===== config.mk =====
export PLATFORM = sky130hd
export DESIGN_NAME = axi_dma_rd
export DESIGN_NICKNAME = d
export VERILOG_FILES = /design/src/rtl/axi_dma_rd.sv
export SDC_FILE = /design/constraint.sdc
export NUM_CORES = 1
export LEC_CHECK = 0
export BUFFER_PORTS_ARGS = -buffer_cell sky130_fd_sc_hd__buf_2
export CORE_MARGIN = 2
export CORE_UTILIZATION = 30
export DETAILED_ROUTE_END_ITERATION = 10
export GPL_TIMING_DRIVEN = 0
export PLACE_DENSITY = 0.49
export SLEW_MARGIN = 20
export SYNTH_ARGS = -nofsm -noshare
export SYNTH_HDL_FRONTEND = slang
export SYNTH_SLANG_ARGS = --single-unit

===== constraint.sdc =====
create_clock -name clk -period 2.9 [get_ports clk]
set_clock_uncertainty 0.05 [all_clocks]
set_input_delay 0.29 -clock clk [delete_from_list [all_inputs] [get_ports clk]]
set_output_delay 0.29 -clock clk [all_outputs]
set_load 0.05 [all_outputs]

===== src/rtl/axi_dma_rd.sv =====
// AXI4 read DMA: fetches num_trans 32-bit words from DRAM in INCR bursts of at most
// 256 beats and streams them, in address order, to an on-chip feature-map buffer.
module axi_dma_rd #(
    parameter int BITS_TRANS   = 18,
    parameter int AXI_WIDTH_ID = 4,
    parameter int AXI_WIDTH_AD = 32,
    parameter int AXI_WIDTH_DA = 32
) (
    input  logic                    clk,
    input  logic                    rstn,
    output logic                    M_ARVALID,
    input  logic                    M_ARREADY,
    output logic [AXI_WIDTH_AD-1:0] M_ARADDR,
    output logic [7:0]              M_ARLEN,
    output logic [2:0]              M_ARSIZE,
    output logic [1:0]              M_ARBURST,
    output logic [AXI_WIDTH_ID-1:0] M_ARID,
    output logic [1:0]              M_ARLOCK,
    output logic [3:0]              M_ARCACHE,
    output logic [2:0]              M_ARPROT,
    output logic [3:0]              M_ARREGION,
    output logic [3:0]              M_ARUSER,
    output logic [3:0]              M_ARQOS,
    input  logic                    M_RVALID,
    output logic                    M_RREADY,
    input  logic [AXI_WIDTH_DA-1:0] M_RDATA,
    input  logic                    M_RLAST,
    input  logic [1:0]              M_RRESP,
    input  logic [AXI_WIDTH_ID-1:0] M_RID,
    input  logic                    M_RUSER,
    input  logic                    ap_start,
    output logic                    ap_done,
    input  logic [BITS_TRANS-1:0]   num_trans,
    input  logic [AXI_WIDTH_AD-1:0] mem_start_addr,
    input  logic                    out_ready,
    output logic [AXI_WIDTH_DA-1:0] out_data,
    output logic                    out_data_vld,
    output logic                    fail_check
);

    localparam int FIXED_BURST_SIZE = 256;

    typedef enum logic [1:0] {RD_IDLE, RD_PRE, RD_START, RD_SEQ} rd_state_t;

    rd_state_t               state_q, state_d;
    logic [BITS_TRANS-1:0]   num_trans_d;
    logic [BITS_TRANS-1:0]   burst_cnt;
    logic [BITS_TRANS-1:0]   remaining;
    logic [AXI_WIDTH_AD-1:0] addr_q;
    logic [7:0]              len_q;
    logic [7:0]              beat_cnt;
    logic                    err_q;
    logic                    r_hs;
    logic                    burst_end;
    logic                    rresp_err;
    logic                    unused_inputs;

    assign M_ARSIZE   = 3'b010;
    assign M_ARBURST  = 2'b01;
    assign M_ARID     = '0;
    assign M_ARLOCK   = 2'b00;
    assign M_ARCACHE  = 4'b0000;
    assign M_ARPROT   = 3'b000;
    assign M_ARREGION = 4'b0000;
    assign M_ARUSER   = 4'b0000;
    assign M_ARQOS    = 4'b1111;
    assign M_ARADDR   = addr_q;
    assign M_ARLEN    = len_q;

    assign unused_inputs = ^{M_RID, M_RUSER};

    // R handshake is derived directly from state so it does not loop through M_RREADY
    assign r_hs      = M_RVALID && out_ready && (state_q == RD_SEQ);
    assign burst_end = r_hs && (beat_cnt == len_q);
    assign rresp_err = (M_RRESP != 2'b00);
    assign remaining = num_trans_d - burst_cnt;

    always_comb begin
        state_d   = state_q;
        M_ARVALID = 1'b0;
        M_RREADY  = 1'b0;
        ap_done   = 1'b0;
        case (state_q)
            RD_IDLE: begin
                if (ap_start) state_d = RD_PRE;
            end
            RD_PRE: begin
                if (burst_cnt == num_trans_d) begin
                    ap_done = 1'b1;
                    state_d = RD_IDLE;
                end else begin
                    state_d = RD_START;
                end
            end
            RD_START: begin
                M_ARVALID = 1'b1;
                if (M_ARREADY) state_d = RD_SEQ;
            end
            RD_SEQ: begin
                M_RREADY = out_ready;
                if (burst_end) state_d = RD_PRE;
            end
            default: state_d = RD_IDLE;
        endcase
    end

    always_ff @(posedge clk or negedge rstn) begin
        if (!rstn) begin
            state_q      <= RD_IDLE;
            num_trans_d  <= '0;
            burst_cnt    <= '0;
            addr_q       <= '0;
            len_q        <= '0;
            beat_cnt     <= '0;
            err_q        <= 1'b0;
            out_data     <= '0;
            out_data_vld <= 1'b0;
            fail_check   <= 1'b0;
        end else begin
            state_q      <= state_d;
            out_data_vld <= r_hs;
            // A missing RLAST on the final beat is treated like an error response
            fail_check   <= burst_end && (err_q || rresp_err || !M_RLAST);
            if (r_hs) out_data <= M_RDATA;
            case (state_q)
                RD_IDLE: begin
                    if (ap_start) begin
                        num_trans_d <= num_trans;
                        addr_q      <= mem_start_addr;
                        burst_cnt   <= '0;
                    end
                end
                RD_PRE: begin
                    if (burst_cnt != num_trans_d)
                        len_q <= (remaining >= BITS_TRANS'(FIXED_BURST_SIZE)) ?
                                 8'd255 : 8'(remaining - BITS_TRANS'(1));
                end
                RD_START: begin
                    if (M_ARREADY) beat_cnt <= '0;
                end
                RD_SEQ: begin
                    if (burst_end) begin
                        burst_cnt <= burst_cnt + BITS_TRANS'(len_q) + BITS_TRANS'(1);
                        addr_q    <= addr_q + ((AXI_WIDTH_AD'(len_q) + AXI_WIDTH_AD'(1)) << 2);
                        beat_cnt  <= '0;
                        err_q     <= 1'b0;
                    end else if (r_hs) begin
                        beat_cnt <= beat_cnt + 8'd1;
                        // An early RLAST does not end the burst but marks it bad
                        err_q    <= err_q || rresp_err || M_RLAST;
                    end
                end
                default: ;
            endcase
        end
    end

endmodule

==> reports/results.tsv <==
metric	value	unit
synthToLayoutAreaGrowth	32.3	%
number_of_vias_per_cell	4.77	
detailed_place.area	9150	µm²
h-tree-depth	4	
crit_type	reg -> reg	
average_wire_per_cell_in_the_routed_design	15.5	µm
tritoncts	yes	
outcome	finished, violations left	
finalWorstPathRequiredPeriod	2.90	ns
timing.critical_path.cells	ha_2, fa_2, nand2b_4, a211o_1, a211o_1, a21oi_2, o21ai_0, a22o_1, nor4_4, buf_6, a21oi_1	
cts.sink_count	121	
avgSynthCellArea	9.51	µm²
core_area	25300	µm²
vias	6634	
rows	58	
worstSetupStartpointType	flip-flop	
die_y	165	µm
crit_path_top_delay_cell	sky130_fd_sc_hd__dfrtp_1	
p_sw_share	50.6	%
p_seq_share	22.5	%
asyncSetResetFlopFracSynth	100	%
die_ar	27100	µm²
initial_utilization	30.6	%
post-route-drc-count	0	
synth.top_cell.area_share	39.2	%
max-cap-violations	0	
share_of_final_layout_standard_cells_stronger_than_drive_strength_1	36.3	%
reg2reg_setup_slack	-0.005	ns
report.final.setup_viol	1	
via_count_of_the_first_global_routing_pass	6141	
die_w	165	µm
netlist.top_cell.by_area	sky130_fd_sc_hd__dfrtp_1	
crit_fanout	8	
comb_power_share	61.6	%
max_freq	0.344	GHz
edff_count_synth	0	
wirelength	21500	µm
count_of_final_hold_check_violations	0	
synth_cells	813	
hold_class	in -> reg	
cts_inserted_buffers	17	
synth_top_cells_by_count	sky130_fd_sc_hd__dfrtp_1, sky130_fd_sc_hd__nand2_1, sky130_fd_sc_hd__a21oi_1, sky130_fd_sc_hd__mux2_2, sky130_fd_sc_hd__o21ai_0	
antenna_found_initial	0	
multiInputGateArea	4600	µm²
power.ir.vdd_worst	0.553	mV
cpLargestDelayFamily	compound AO/OA/AOI/OAI gates	
ioPinCount	203	
setup_tns	-0.00475	ns
cts-root-buf	sky130_fd_sc_hd__clkbuf_16	
hold_slack	0.0443	ns
cts-root-to-sink-buffers	2	
overflow	0	
dr.pass1.iters	4	
cp.arrival	3.16	ns
final_antenna_net_count	0	
post-route-period-util	100	%
failed_checks	negative setup slack	
netSwitchingPower	0.00654	W
synthFlopType	sky130_fd_sc_hd__dfrtp_1	
drtIter0Drc	300	
post_layout_nonfiller_instances	1392	
grt_pass1_wl	32900	µm
grt_usage	15.7	%
fillers	2514	
clkSlewWorstSetupHoldPaths	0.06	ns
ff_latch_area	3040	µm²
numPlacedInstances	1339	
final_nets	1192	
clock_latency_on_the_worst_skew_pair	0.42	ns
yosysWarnings	0	
postSynthRegisterBits	121	
critical_path_buf_inv_count	1	
maxSlewHeadroom	48.0	%
fin_ws	-0.00475	ns
seq_area_frac_synth	39.2	%
p_leak	4.72	nW
p_int	0.00637	W
setup_repair_after_global_routing_missed_its_margin	true	
synth.distinct_cells	65	
synthTopCellsByArea	sky130_fd_sc_hd__dfrtp_1, sky130_fd_sc_hd__mux2_2, sky130_fd_sc_hd__ha_1	
yosys.cell_count.top_type	sky130_fd_sc_hd__dfrtp_1	
critPathMostFrequentCell	sky130_fd_sc_hd__a211o_1	
critPathCaptureType	flip-flop	
timing_worst_slew_pin_value	0.761	ns
netlist_area	7730	µm²
power.density	1260	nW/µm²
clock_power_share	15.9	%
final-max-slew-violation-count	0	
insertedDiodeCount	0	
final_cell_area	10200	µm²
timing.critical_path.required	3.15	ns
number_of_buffer_cells_added_on_primary_ports	167	
cpPeakStageDelay	0.40	ns
place_hpwl	16100	µm
place.gp.congestion	0.838	
grt_start_max_net_pins	66	
[cell type report]
type / instances / area share [%]
inverters: 41 / 1.50
well taps: 330 / 4.04
clock inverters: 14 / 1.38
plain buffers: 57 / 3.46
multi-input cells: 617 / 45.0
repair buffers: 195 / 10.8
flip-flops and latches: 121 / 29.7
clock buffers: 17 / 4.16
[final timing paths]
path,startpoint,endpoint,depth (start not counted)
max in group asynchronous,rstn,M_ARLEN[6]$_DFFE_PN0P_,3
hold / removal,M_RDATA[21],out_data[21]$_DFFE_PN0P_,2
setup reg to reg,burst_cnt[0]$_DFFE_PN0P_,M_ARLEN[2]$_DFFE_PN0P_,11
hold reg to reg,err_q$_DFFE_PN0P_,err_q$_DFFE_PN0P_,2
setup / recovery,burst_cnt[0]$_DFFE_PN0P_,M_ARLEN[2]$_DFFE_PN0P_,11
min in group asynchronous,rstn,out_data[24]$_DFFE_PN0P_,2
[power groups by stage]
stage | Clock, W | Combinational [W] | Sequential (W)
4_1_cts | 0.00211 | 0.00771 | 0.00290
6_report | 0.00205 | 0.00796 | 0.00290
5_1_grt | 0.00220 | 0.00867 | 0.00301
3_3_place_gp | 0 | 0.00740 | 0.00290
2_1_floorplan | 0 | 0.00429 | 0.00433
3_5_place_dp | 0 | 0.00746 | 0.00292
[kinds of logic (layout without fill, tap and decap cells)]
logic type               after synthesis  count (layout)  share of synthesized area [%]
AO/OA/AOI/OAI                        186             186                           15.4
flip-flops                           121             121                           39.2
multiplexers                          75              75                           10.5
adder cells (fa/ha/maj)               46              46                           7.74
buffers and inverters                103             324                           6.78
AND/OR/NAND/NOR                      234             234                           15.1
other                                  2              30                         0.0971
XOR/XNOR                              46              46                           5.21
[timing repair]
item | in CTS | in global routing
endpoints found under the setup margin | 58 | 43
hold buffers | 1 | 0
cloned | 0 | 0
setup buffers | 12 | 14
pin swaps | 11 | 28
resized for setup | 23 | 41
endpoints found under the hold margin | 56 | 0
[flip-flops by register name, indices dropped and copies added, names as in the netlist]
signal	flops
state_q	2
fail_check	1
num_trans_d	18
out_data	32
beat_cnt	8
burst_cnt	18
err_q	1
out_data_vld	1
M_ARADDR	32
M_ARLEN	8
[metal layers]
layer	GRT usage, %	wire length (µm)
met3	3.77	1220
met2	24.1	9640
met5	0	0
met4	5.18	361
met1	21.7	10300
[stage by stage]
step	total power, W	util (%)	setup slack [ns]
5_1_grt	0.0139	40.5	-0.200
3_5_place_dp	0.0104	36.2	-0.424
3_3_place_gp	0.0103	36.1	-0.523
2_1_floorplan	0.00862	-	0.0243
6_report	0.0129	40.5	-0.00475
4_1_cts	0.0127	39.4	-0.0735
[placed cells by master, fill, tap and decap left out, drive strengths merged, types with 21 or more instances in the layout]
| master | n |
|---|---|
| buf | 235 |
| inv | 47 |
| o22ai | 21 |
| o21ai | 47 |
| ha | 43 |
| conb | 30 |
| a21oi | 60 |
| clkbuf | 33 |
| nor2 | 43 |
| dfrtp | 121 |
| xnor2 | 36 |
| mux2i | 24 |
| nand2 | 70 |
| nand3 | 39 |
| mux2 | 51 |
Note: power is estimated with default switching activity, not from simulation.
